$ cat src/rtl/lsu_pkg.sv
// Shared encodings and helpers for the load/store unit: access sizes, bus FSM states,
// byte-mask generation, lane replication and load-data extraction.
package lsu_pkg;

  localparam logic [1:0] SZ_B = 2'd0;
  localparam logic [1:0] SZ_H = 2'd1;
  localparam logic [1:0] SZ_W = 2'd2;

  typedef enum logic [1:0] {
    IDLE    = 2'd0,
    LD_WAIT = 2'd1,
    ST_WAIT = 2'd2
  } fsm_e;

  // Size code 3 behaves as a word everywhere.
  function automatic logic misaligned(input logic [1:0] size, input logic [1:0] a);
    case (size)
      SZ_B:    return 1'b0;
      SZ_H:    return a[0];
      SZ_W:    return a != 2'b00;
      default: return a != 2'b00;
    endcase
  endfunction

  function automatic logic [3:0] byte_mask(input logic [1:0] size, input logic [1:0] a);
    case (size)
      SZ_B:    return 4'b0001 << a;
      SZ_H:    return 4'b0011 << a;
      default: return 4'hF;
    endcase
  endfunction

  function automatic logic [31:0] lane_rep(input logic [1:0] size, input logic [31:0] d);
    case (size)
      SZ_B:    return {4{d[7:0]}};
      SZ_H:    return {2{d[15:0]}};
      default: return d;
    endcase
  endfunction

  function automatic logic [31:0] load_ext(input logic [1:0] size, input logic sext,
                                           input logic [1:0] a, input logic [31:0] d);
    logic [31:0] sh;
    sh = d >> {a, 3'b000};
    case (size)
      SZ_B:    return sext ? {{24{sh[7]}}, sh[7:0]} : {24'h0, sh[7:0]};
      SZ_H:    return sext ? {{16{sh[15]}}, sh[15:0]} : {16'h0, sh[15:0]};
      default: return sh;
    endcase
  endfunction

endpackage

$ cat src/rtl/lsu_sb_fifo.sv
// Circular store buffer: push/pop in one cycle each, zero-latency head and match outputs.
// No internal backpressure: the owner must not push when full or pop when empty.
module lsu_sb_fifo #(
  parameter int DEPTH = 4,
  parameter int AW    = 30
) (
  input  logic                   clk,
  input  logic                   rst_n,
  input  logic                   push,
  input  logic [AW-1:0]          push_waddr,
  input  logic [3:0]             push_mask,
  input  logic [31:0]            push_data,
  input  logic                   pop,
  input  logic [AW-1:0]          match_waddr,
  output logic [AW-1:0]          head_waddr,
  output logic [3:0]             head_mask,
  output logic [31:0]            head_data,
  output logic [$clog2(DEPTH):0] count,
  output logic [DEPTH-1:0]       match_vec,
  output logic                   y_hit,
  output logic [3:0]             y_mask,
  output logic [31:0]            y_data
);

  localparam int PW = $clog2(DEPTH);
  localparam int CW = PW + 1;

  logic [AW-1:0] waddr_q [DEPTH];
  logic [AW-1:0] waddr_d [DEPTH];
  logic [3:0]    mask_q  [DEPTH];
  logic [3:0]    mask_d  [DEPTH];
  logic [31:0]   data_q  [DEPTH];
  logic [31:0]   data_d  [DEPTH];
  logic [PW-1:0] wr_ptr_q, wr_ptr_d, rd_ptr_q, rd_ptr_d;
  logic [CW-1:0] count_q, count_d;
  logic [PW-1:0] y_idx;
  logic [PW-1:0] off;

  always_comb begin
    waddr_d  = waddr_q;
    mask_d   = mask_q;
    data_d   = data_q;
    wr_ptr_d = wr_ptr_q;
    rd_ptr_d = rd_ptr_q;
    if (push) begin
      waddr_d[wr_ptr_q] = push_waddr;
      mask_d[wr_ptr_q]  = push_mask;
      data_d[wr_ptr_q]  = push_data;
      wr_ptr_d          = wr_ptr_q + 1'b1;
    end
    if (pop) begin
      rd_ptr_d = rd_ptr_q + 1'b1;
    end
    count_d = count_q + CW'(push) - CW'(pop);
  end

  // Walk slots oldest-to-youngest so the last hit seen is the youngest matching entry.
  always_comb begin
    match_vec = '0;
    y_hit     = 1'b0;
    y_idx     = '0;
    off       = '0;
    for (int i = 0; i < DEPTH; i++) begin
      off          = PW'(i) - rd_ptr_q;
      match_vec[i] = ({1'b0, off} < count_q) && (waddr_q[i] == match_waddr);
    end
    for (int k = 0; k < DEPTH; k++) begin
      if (match_vec[rd_ptr_q + PW'(k)]) begin
        y_hit = 1'b1;
        y_idx = rd_ptr_q + PW'(k);
      end
    end
  end

  always_ff @(posedge clk or negedge rst_n) begin
    if (!rst_n) begin
      for (int i = 0; i < DEPTH; i++) begin
        waddr_q[i] <= '0;
        mask_q[i]  <= '0;
        data_q[i]  <= '0;
      end
      wr_ptr_q <= '0;
      rd_ptr_q <= '0;
      count_q  <= '0;
    end else begin
      waddr_q  <= waddr_d;
      mask_q   <= mask_d;
      data_q   <= data_d;
      wr_ptr_q <= wr_ptr_d;
      rd_ptr_q <= rd_ptr_d;
      count_q  <= count_d;
    end
  end

  assign head_waddr = waddr_q[rd_ptr_q];
  assign head_mask  = mask_q[rd_ptr_q];
  assign head_data  = data_q[rd_ptr_q];
  assign count      = count_q;
  assign y_mask     = mask_q[y_idx];
  assign y_data     = data_q[y_idx];

endmodule

$ cat src/rtl/lsu_stb_unit.sv
// Load/store unit with posted store buffer; store/misalign rsp 1 cycle after accept, bus loads >=2, forwarded loads 1 (LSU_STB_FWD_EN).
// Backpressure: req_ready drops while a load is held or in flight, and for stores when the buffer is full.
module lsu_stb_unit
  import lsu_pkg::*;
#(
  parameter int SB_DEPTH = 4,
  parameter int ADDR_W   = 32
) (
  input  logic              cpu_clk,
  input  logic              cpu_rstn,
  input  logic              req_valid,
  output logic              req_ready,
  input  logic              req_wr,
  input  logic [1:0]        req_size,
  input  logic              req_sext,
  input  logic [ADDR_W-1:0] req_addr,
  input  logic [31:0]       req_wdata,
  output logic              rsp_valid,
  output logic              rsp_err,
  output logic [31:0]       rsp_rdata,
  output logic [3:0]        daccess_ren,
  output logic [ADDR_W-1:0] daccess_addr,
  input  logic              daccess_valid,
  input  logic [31:0]       daccess_rdata,
  output logic [3:0]        daccess_wen,
  output logic [31:0]       daccess_wdata,
  input  logic              daccess_wresp,
  output logic              sb_empty
);

  localparam int CW = $clog2(SB_DEPTH) + 1;
  localparam int WA = ADDR_W - 2;
`ifdef LSU_STB_FWD_EN
  localparam logic FWD_EN = 1'b1;
`else
  localparam logic FWD_EN = 1'b0;
`endif

  fsm_e              state_q, state_d;
  logic              ld_held_q, ld_held_d, ld_sext_q, ld_sext_d;
  logic [ADDR_W-1:0] ld_addr_q, ld_addr_d;
  logic [1:0]        ld_size_q, ld_size_d;
  logic              rsp_valid_q, rsp_valid_d, rsp_err_q, rsp_err_d;
  logic [31:0]       rsp_rdata_q, rsp_rdata_d, wdata_q, wdata_d;
  logic [3:0]        ren_q, ren_d, wen_q, wen_d, need_mask, head_mask, y_mask;
  logic [ADDR_W-1:0] daddr_q, daddr_d, ld_addr_cur;
  logic [WA-1:0]     head_waddr;
  logic [31:0]       head_data, y_data;
  logic [CW-1:0]     sb_count;
  logic [SB_DEPTH-1:0] match_vec;
  logic y_hit, accept, mis, st_acc, ld_acc, fwd_hit, ld_pend, conflict;
  logic issue_ld, issue_st, pop, rd_done;

  always_comb begin
    req_ready   = !ld_held_q && (state_q != LD_WAIT) && !(req_wr && sb_count == CW'(SB_DEPTH));
    accept      = req_valid && req_ready;
    mis         = accept && misaligned(req_size, req_addr[1:0]);
    st_acc      = accept && req_wr && !mis;
    ld_acc      = accept && !req_wr && !mis;
    need_mask   = byte_mask(req_size, req_addr[1:0]);
    // Only the youngest matching entry is a safe forwarding source.
    fwd_hit     = FWD_EN && ld_acc && y_hit && ((y_mask & need_mask) == need_mask);
    ld_pend     = ld_held_q || (ld_acc && !fwd_hit);
    ld_addr_cur = ld_held_q ? ld_addr_q : req_addr;
    conflict    = |match_vec;
    issue_ld    = (state_q == IDLE) && ld_pend && !conflict;
    issue_st    = (state_q == IDLE) && !issue_ld && (sb_count != '0);
    pop         = (state_q == ST_WAIT) && daccess_wresp;
    rd_done     = (state_q == LD_WAIT) && daccess_valid;
    ld_held_d   = ld_pend && !issue_ld;
    ld_addr_d   = ld_acc ? req_addr : ld_addr_q;
    ld_size_d   = ld_acc ? req_size : ld_size_q;
    ld_sext_d   = ld_acc ? req_sext : ld_sext_q;
  end

  lsu_sb_fifo #(.DEPTH(SB_DEPTH), .AW(WA)) u_sb (
    .clk        (cpu_clk),
    .rst_n      (cpu_rstn),
    .push       (st_acc),
    .push_waddr (req_addr[ADDR_W-1:2]),
    .push_mask  (need_mask),
    .push_data  (lane_rep(req_size, req_wdata)),
    .pop        (pop),
    .match_waddr(ld_addr_cur[ADDR_W-1:2]),
    .head_waddr (head_waddr),
    .head_mask  (head_mask),
    .head_data  (head_data),
    .count      (sb_count),
    .match_vec  (match_vec),
    .y_hit      (y_hit),
    .y_mask     (y_mask),
    .y_data     (y_data)
  );

  always_comb begin
    state_d = state_q;
    case (state_q)
      IDLE: begin
        if (issue_ld)      state_d = LD_WAIT;
        else if (issue_st) state_d = ST_WAIT;
      end
      LD_WAIT: if (daccess_valid) state_d = IDLE;
      ST_WAIT: if (daccess_wresp) state_d = IDLE;
      default: state_d = IDLE;
    endcase
  end

  always_comb begin
    ren_d       = 4'h0;
    wen_d       = 4'h0;
    daddr_d     = daddr_q;
    wdata_d     = wdata_q;
    rsp_valid_d = 1'b0;
    rsp_err_d   = 1'b0;
    rsp_rdata_d = 32'h0;
    if (issue_ld) begin
      ren_d   = 4'hF;
      daddr_d = {ld_addr_cur[ADDR_W-1:2], 2'b00};
    end else if (issue_st) begin
      wen_d   = head_mask;
      wdata_d = head_data;
      daddr_d = {head_waddr, 2'b00};
    end
    // Accepts and bus read returns never coincide: req_ready is low in LD_WAIT.
    if (mis) begin
      rsp_valid_d = 1'b1;
      rsp_err_d   = 1'b1;
    end else if (st_acc) begin
      rsp_valid_d = 1'b1;
    end else if (fwd_hit) begin
      rsp_valid_d = 1'b1;
      rsp_rdata_d = load_ext(req_size, req_sext, req_addr[1:0], y_data);
    end else if (rd_done) begin
      rsp_valid_d = 1'b1;
      rsp_rdata_d = load_ext(ld_size_q, ld_sext_q, ld_addr_q[1:0], daccess_rdata);
    end
  end

  always_ff @(posedge cpu_clk or negedge cpu_rstn) begin
    if (!cpu_rstn) begin
      state_q     <= IDLE;
      ld_held_q   <= 1'b0;
      ld_addr_q   <= '0;
      ld_size_q   <= 2'b00;
      ld_sext_q   <= 1'b0;
      rsp_valid_q <= 1'b0;
      rsp_err_q   <= 1'b0;
      rsp_rdata_q <= 32'h0;
      ren_q       <= 4'h0;
      wen_q       <= 4'h0;
      daddr_q     <= '0;
      wdata_q     <= 32'h0;
    end else begin
      state_q     <= state_d;
      ld_held_q   <= ld_held_d;
      ld_addr_q   <= ld_addr_d;
      ld_size_q   <= ld_size_d;
      ld_sext_q   <= ld_sext_d;
      rsp_valid_q <= rsp_valid_d;
      rsp_err_q   <= rsp_err_d;
      rsp_rdata_q <= rsp_rdata_d;
      ren_q       <= ren_d;
      wen_q       <= wen_d;
      daddr_q     <= daddr_d;
      wdata_q     <= wdata_d;
    end
  end

  assign rsp_valid     = rsp_valid_q;
  assign rsp_err       = rsp_err_q;
  assign rsp_rdata     = rsp_rdata_q;
  assign daccess_ren   = ren_q;
  assign daccess_wen   = wen_q;
  assign daccess_addr  = daddr_q;
  assign daccess_wdata = wdata_q;
  assign sb_empty      = (sb_count == '0) && (state_q != ST_WAIT);

endmodule

$ cat config.mk
export PLATFORM = sky130hd
export DESIGN_NAME = lsu_stb_unit
export DESIGN_NICKNAME = d
export VERILOG_FILES = /design/src/rtl/lsu_pkg.sv /design/src/rtl/lsu_sb_fifo.sv /design/src/rtl/lsu_stb_unit.sv
export SDC_FILE = /design/constraint.sdc
export NUM_CORES = 1
export LEC_CHECK = 0
export ABC_AREA = 1
export BUFFER_PORTS_ARGS = -buffer_cell sky130_fd_sc_hd__buf_2
export CORE_MARGIN = 2
export CORE_UTILIZATION = 40
export DETAILED_ROUTE_END_ITERATION = 16
export GPL_ROUTABILITY_DRIVEN = 0
export PLACE_DENSITY_LB_ADDON = 0.15
export RECOVER_POWER = 50
export SLEW_MARGIN = 20
export SYNTH_ARGS = -nofsm -noshare
export SYNTH_HDL_FRONTEND = slang
export SYNTH_SLANG_ARGS = --single-unit
$ cat constraint.sdc
create_clock -name cpu_clk -period 5.26 [get_ports cpu_clk]
set_input_delay 1.052 -clock cpu_clk [delete_from_list [all_inputs] [get_ports cpu_clk]]
set_output_delay 1.052 -clock cpu_clk [all_outputs]
set_load 0.02 [all_outputs]
==> PnR_summary.wiki <==
{| class="wikitable"
! Metric !! Value
|-
| Leakage || 12.7 nW
|-
| Via count normalized by instance count || 5.36
|-
| Routed via count || 20,100
|-
| Biggest area contributors in the synthesized netlist || sky130_fd_sc_hd__dfrtp_1 48%, sky130_fd_sc_hd__nand2_1 19%, sky130_fd_sc_hd__o21ai_0 6.2%
|-
| Count of buffers inserted at the top-level ports || 210
|-
| Dominant synthesized flop cell || sky130_fd_sc_hd__dfrtp_1
|-
| Clk Latency, worst-skew pair || 620 ps
|-
| Sequential-to-total area share from yosys stat || 47.6%
|-
| Met1 wire length || 30,700 microns
|-
| Minimum setup slack among reg-to-reg paths || 1590 ps
|-
| Switching Power || 7.57 mW
|-
| Placeable core area || 53,600 sq um
|-
| Reg-to-reg startpoint || ld_held_q
|-
| Maximum buffer depth of the clock tree || 3
|-
| Crit path cell chain || inv_4 > nand2_1 > nand3_1 > nand2_1 > a21oi_1 > nand2_1 > nor2_1 > nand2_1 > nor2_1 > nor2_1 > nand3_4 > nand3_4 > nand2_1 > nand2_1
|-
| Sinks on Clock Net || 410
|-
| Max Transition Viols Final || 115
|-
| Crit Path Max Fanout || 39
|-
| Synthesized area divided by synthesized cell count || 7.49 sq um
|-
| Distinct cells, synth || 40
|-
| Avg WL per Cell || 19.6 microns
|-
| DRC violation count after routing || 0
|-
| Setup violation total in the final timing report || 0
|-
| Routed length on met2 || 34,700 microns
|-
| Maximum vdd ir drop || 0.452 mV
|-
| Initial standard-cell utilization of the core || 40.3%
|-
| Power per Cell Area || 661 nW/um^2
|-
| Final Hold Viols || 0
|-
| Setup repair after global routing missed its margin || no
|-
| Crit path max-delay family || simple AND/OR/NAND/NOR gates
|-
| Run status || finished with violations
|-
| Asr flop ratio synth || 100%
|-
| Clock tree from TritonCTS || done
|-
| Most frequently used cell type in the post-synthesis netlist || sky130_fd_sc_hd__nand2_1
|-
| Total wire length || 73,500 microns
|-
| Row count || 85
|-
| Element type at the critical path end || register
|-
| Quantity of gates resized following cts || 0
|-
| Top cell type's share of synthesized area || 47.6%
|-
| Number of warnings printed during yosys synthesis || 0
|-
| DR top layer || met5
|-
| CP Launch Point || ld_held_q
|-
| Number of buffers inserted for hold repair after clock tree synthesis || 0
|-
| Min-Delay Path Depth || 2
|-
| Capturing point of the worst reg2reg path || daccess_wdata[29]
|-
| Post-detailed-placement cell area || 23,100 sq um
|-
| Leading area contributor after synthesis || sky130_fd_sc_hd__dfrtp_1
|-
| Die ar. || 55,800 sq um
|-
| Path category of the worst min-delay check || reg -> reg
|-
| Fmax || 273 MHz
|-
| Post-synthesis instance area || 21,600 sq um
|-
| Number of cells on the worst reg-to-reg path || 14
|-
| Worst Path Required || 5740 ps
|-
| Failing checks || capacitance limit, slew limit
|-
| Worst path most repeated cell || sky130_fd_sc_hd__nand2_1
|-
| Summed area of non-filler cells in the final layout || 24,600 sq um
|-
| Number of H-tree branching levels || 2
|-
| Clock power frac || 20.7%
|-
| Initial antenna violation count || 3
|-
| Combinational share of power || 45.8%
|-
| Post-Route Setup TNS || 0 ps
|-
| Number of max-cap violations || 1
|-
| Power share of the sequential group || 33.6%
|-
| Overall routing resource usage || 26.2%
|-
| Classification of the worst setup path || reg -> reg
|-
| Total congestion overflow after global routing || 0
|-
| Root Buffer || sky130_fd_sc_hd__clkbuf_16
|-
| Via count of the first global-routing pass || 19,400
|-
| Number of register bits inferred by synthesis || 410
|-
| Max-Slew Margin vs Limit || -108%
|-
| First-pass GRT wire length || 114,000 microns
|-
| Synthesized instance count || 2,880
|-
| I/O pin count || 213
|-
| Final cell count without fillers || 3,750
|-
| Ratio of cells with drive above 1 in the final layout || 11.0%
|-
| Number of CTS-inserted buffers || 48
|-
| Worst-case hold path end point || daccess_wdata[23]
|-
| Buffer count from post-CTS setup fixing || 0
|-
| Internal portion of total power || 8.72 mW
|-
| Final clock period utilization by the worst path || 69.8%
|-
| Startpoint of the worst hold path || daccess_wdata[23]
|-
| Worst Clk Skew || 24.4 ps
|-
| Transition time of the tightest slew-check pin || 3120 ps
|-
| Number of nets with antenna violations after detailed routing || 0
|-
| Layout Area Growth over Synthesis || 14.2%
|-
| Count of TritonRoute iterations in the first routing pass || 7
|-
| Count of nets after finishing || 3,130
|-
| Number of enable flip-flop cells after synthesis || 0
|-
| Arrival time worst endpoint || 4150 ps
|-
| Die boundary width || 236 microns
|-
| Pin count of the biggest net entering global routing || 119
|-
| Die extent in y || 236 microns
|-
| Number of buffers and inverters on the critical path || 1
|-
| Final critical path time including I/O delays and setup || 3670 ps
|-
| Instance count after placement with tap cells included || 3,660
|-
| Violation count after the first detailed-route iteration || 1,814
|-
| Sw Share || 46.5%
|-
| Commonest cells in the netlist || 1,116 x sky130_fd_sc_hd__nand2_1, 410 x sky130_fd_sc_hd__dfrtp_1, 268 x sky130_fd_sc_hd__o21ai_0
|-
| Crit start category || register
|-
| Detailed Place HPWL || 48,700 microns
|-
| Largest stage delay on the critical path || 550 ps
|-
| Master of the slowest instance on the critical path || sky130_fd_sc_hd__nand3_4
|-
| Post-CTS clock slew at the launch and capture registers of the worst setup and hold paths || 60 ps
|-
| Sum of met3 wire segment lengths after detailed routing || 4460 microns
|}
[tightest hold or removal path: stages (launching register included)]
cell                      delay, ps
sky130_fd_sc_hd__dfrtp_1        340
sky130_fd_sc_hd__nand2_1         50
sky130_fd_sc_hd__nand2_1         50
[power groups by stage]
| stage | clock network (mW) | logic, mW | registers (mW) |
|---|---|---|---|
| CTS | 3.44 | 7.45 | 5.45 |
| global placement | 0 | 7.31 | 5.45 |
| floorplan | 0 | 4.85 | 5.46 |
| detailed placement | 0 | 7.43 | 5.48 |
| finish | 3.37 | 7.46 | 5.47 |
| global route | 3.58 | 8.31 | 5.63 |
[stage by stage]
step                worst slack (ps)  hold WS (ps)  utilization [%]  power [mW]
CTS                             1550           472             46.1        16.3
finish                          1590           469             46.0        16.3
detailed placement              1470           457             43.1        12.9
floorplan                       2390           449                -        10.3
global route                    1270           497             46.0        17.5
global placement                1600           449             43.1        12.8
[cells in the final DEF (no fill, tap or decap), types with 48 or more instances in the layout]
cell type	netlist	routed
sky130_fd_sc_hd__o221ai_1	54	54
sky130_fd_sc_hd__clkbuf_16	0	48
sky130_fd_sc_hd__o21ai_0	268	268
sky130_fd_sc_hd__dfrtp_1	410	410
sky130_fd_sc_hd__a21oi_1	48	48
sky130_fd_sc_hd__nand3_1	208	209
sky130_fd_sc_hd__nor2_1	134	130
sky130_fd_sc_hd__buf_2	34	169
sky130_fd_sc_hd__inv_1	250	250
sky130_fd_sc_hd__a22oi_1	62	62
sky130_fd_sc_hd__clkbuf_1	88	51
sky130_fd_sc_hd__nand2_1	1116	1112
[cells by family (layout without fill, tap and decap cells)]
logic type,count (synthesis),count (layout),share of synthesized area [%]
AND/OR/NAND/NOR,1536,1536,29.0
AO/OA/AOI/OAI,493,493,14.1
buffers and inverters,412,582,7.92
flip-flops,410,410,47.6
XOR/XNOR,16,16,0.649
adder cells (fa/ha/maj),11,11,0.673
other,1,5,0.0174
multiplexers,1,1,0.0522
[registers in the layout, summed over array words and instances, names as in the netlist, 3 cells and up]
signal / count
daccess_wen: 4
rsp_rdata: 32
u_sb.data_q: 128
u_sb.mask_q: 16
u_sb.waddr_q: 120
ld_addr_q: 32
daccess_wdata: 32
daccess_addr: 30
u_sb.count: 3
[worst max-delay path by stage]
stage	slack, ps	end	depth (start not counted)
2_1_floorplan	2390	sb_empty	5
3_3_place_gp	1600	daccess_wdata[16]	14
3_5_place_dp	1470	daccess_addr[18]	12
4_1_cts	1550	daccess_addr[18]	15
5_1_grt	1270	daccess_wdata[29]	19
6_report	1590	daccess_wdata[29]	14
[layer usage]
metal  up-vias  track usage (%)
li1       9630                -
met1      9579             33.7
met2       718             43.3
met3       174             3.58
met4         4             13.2
met5         -                0
[cell type report]
| class | instances | area (sq um) |
|---|---|---|
| clock inverters | 20 | 241 |
| flip-flops and latches | 410 | 10300 |
| inverters | 259 | 976 |
| well taps | 696 | 871 |
| clock buffers | 67 | 1350 |
| repair buffers | 236 | 1260 |
| fillers | 5400 | 29000 |
| multi-input cells | 2059 | 9670 |
| diodes | 3 | 7.51 |
(Power assumes the default switching activity.)
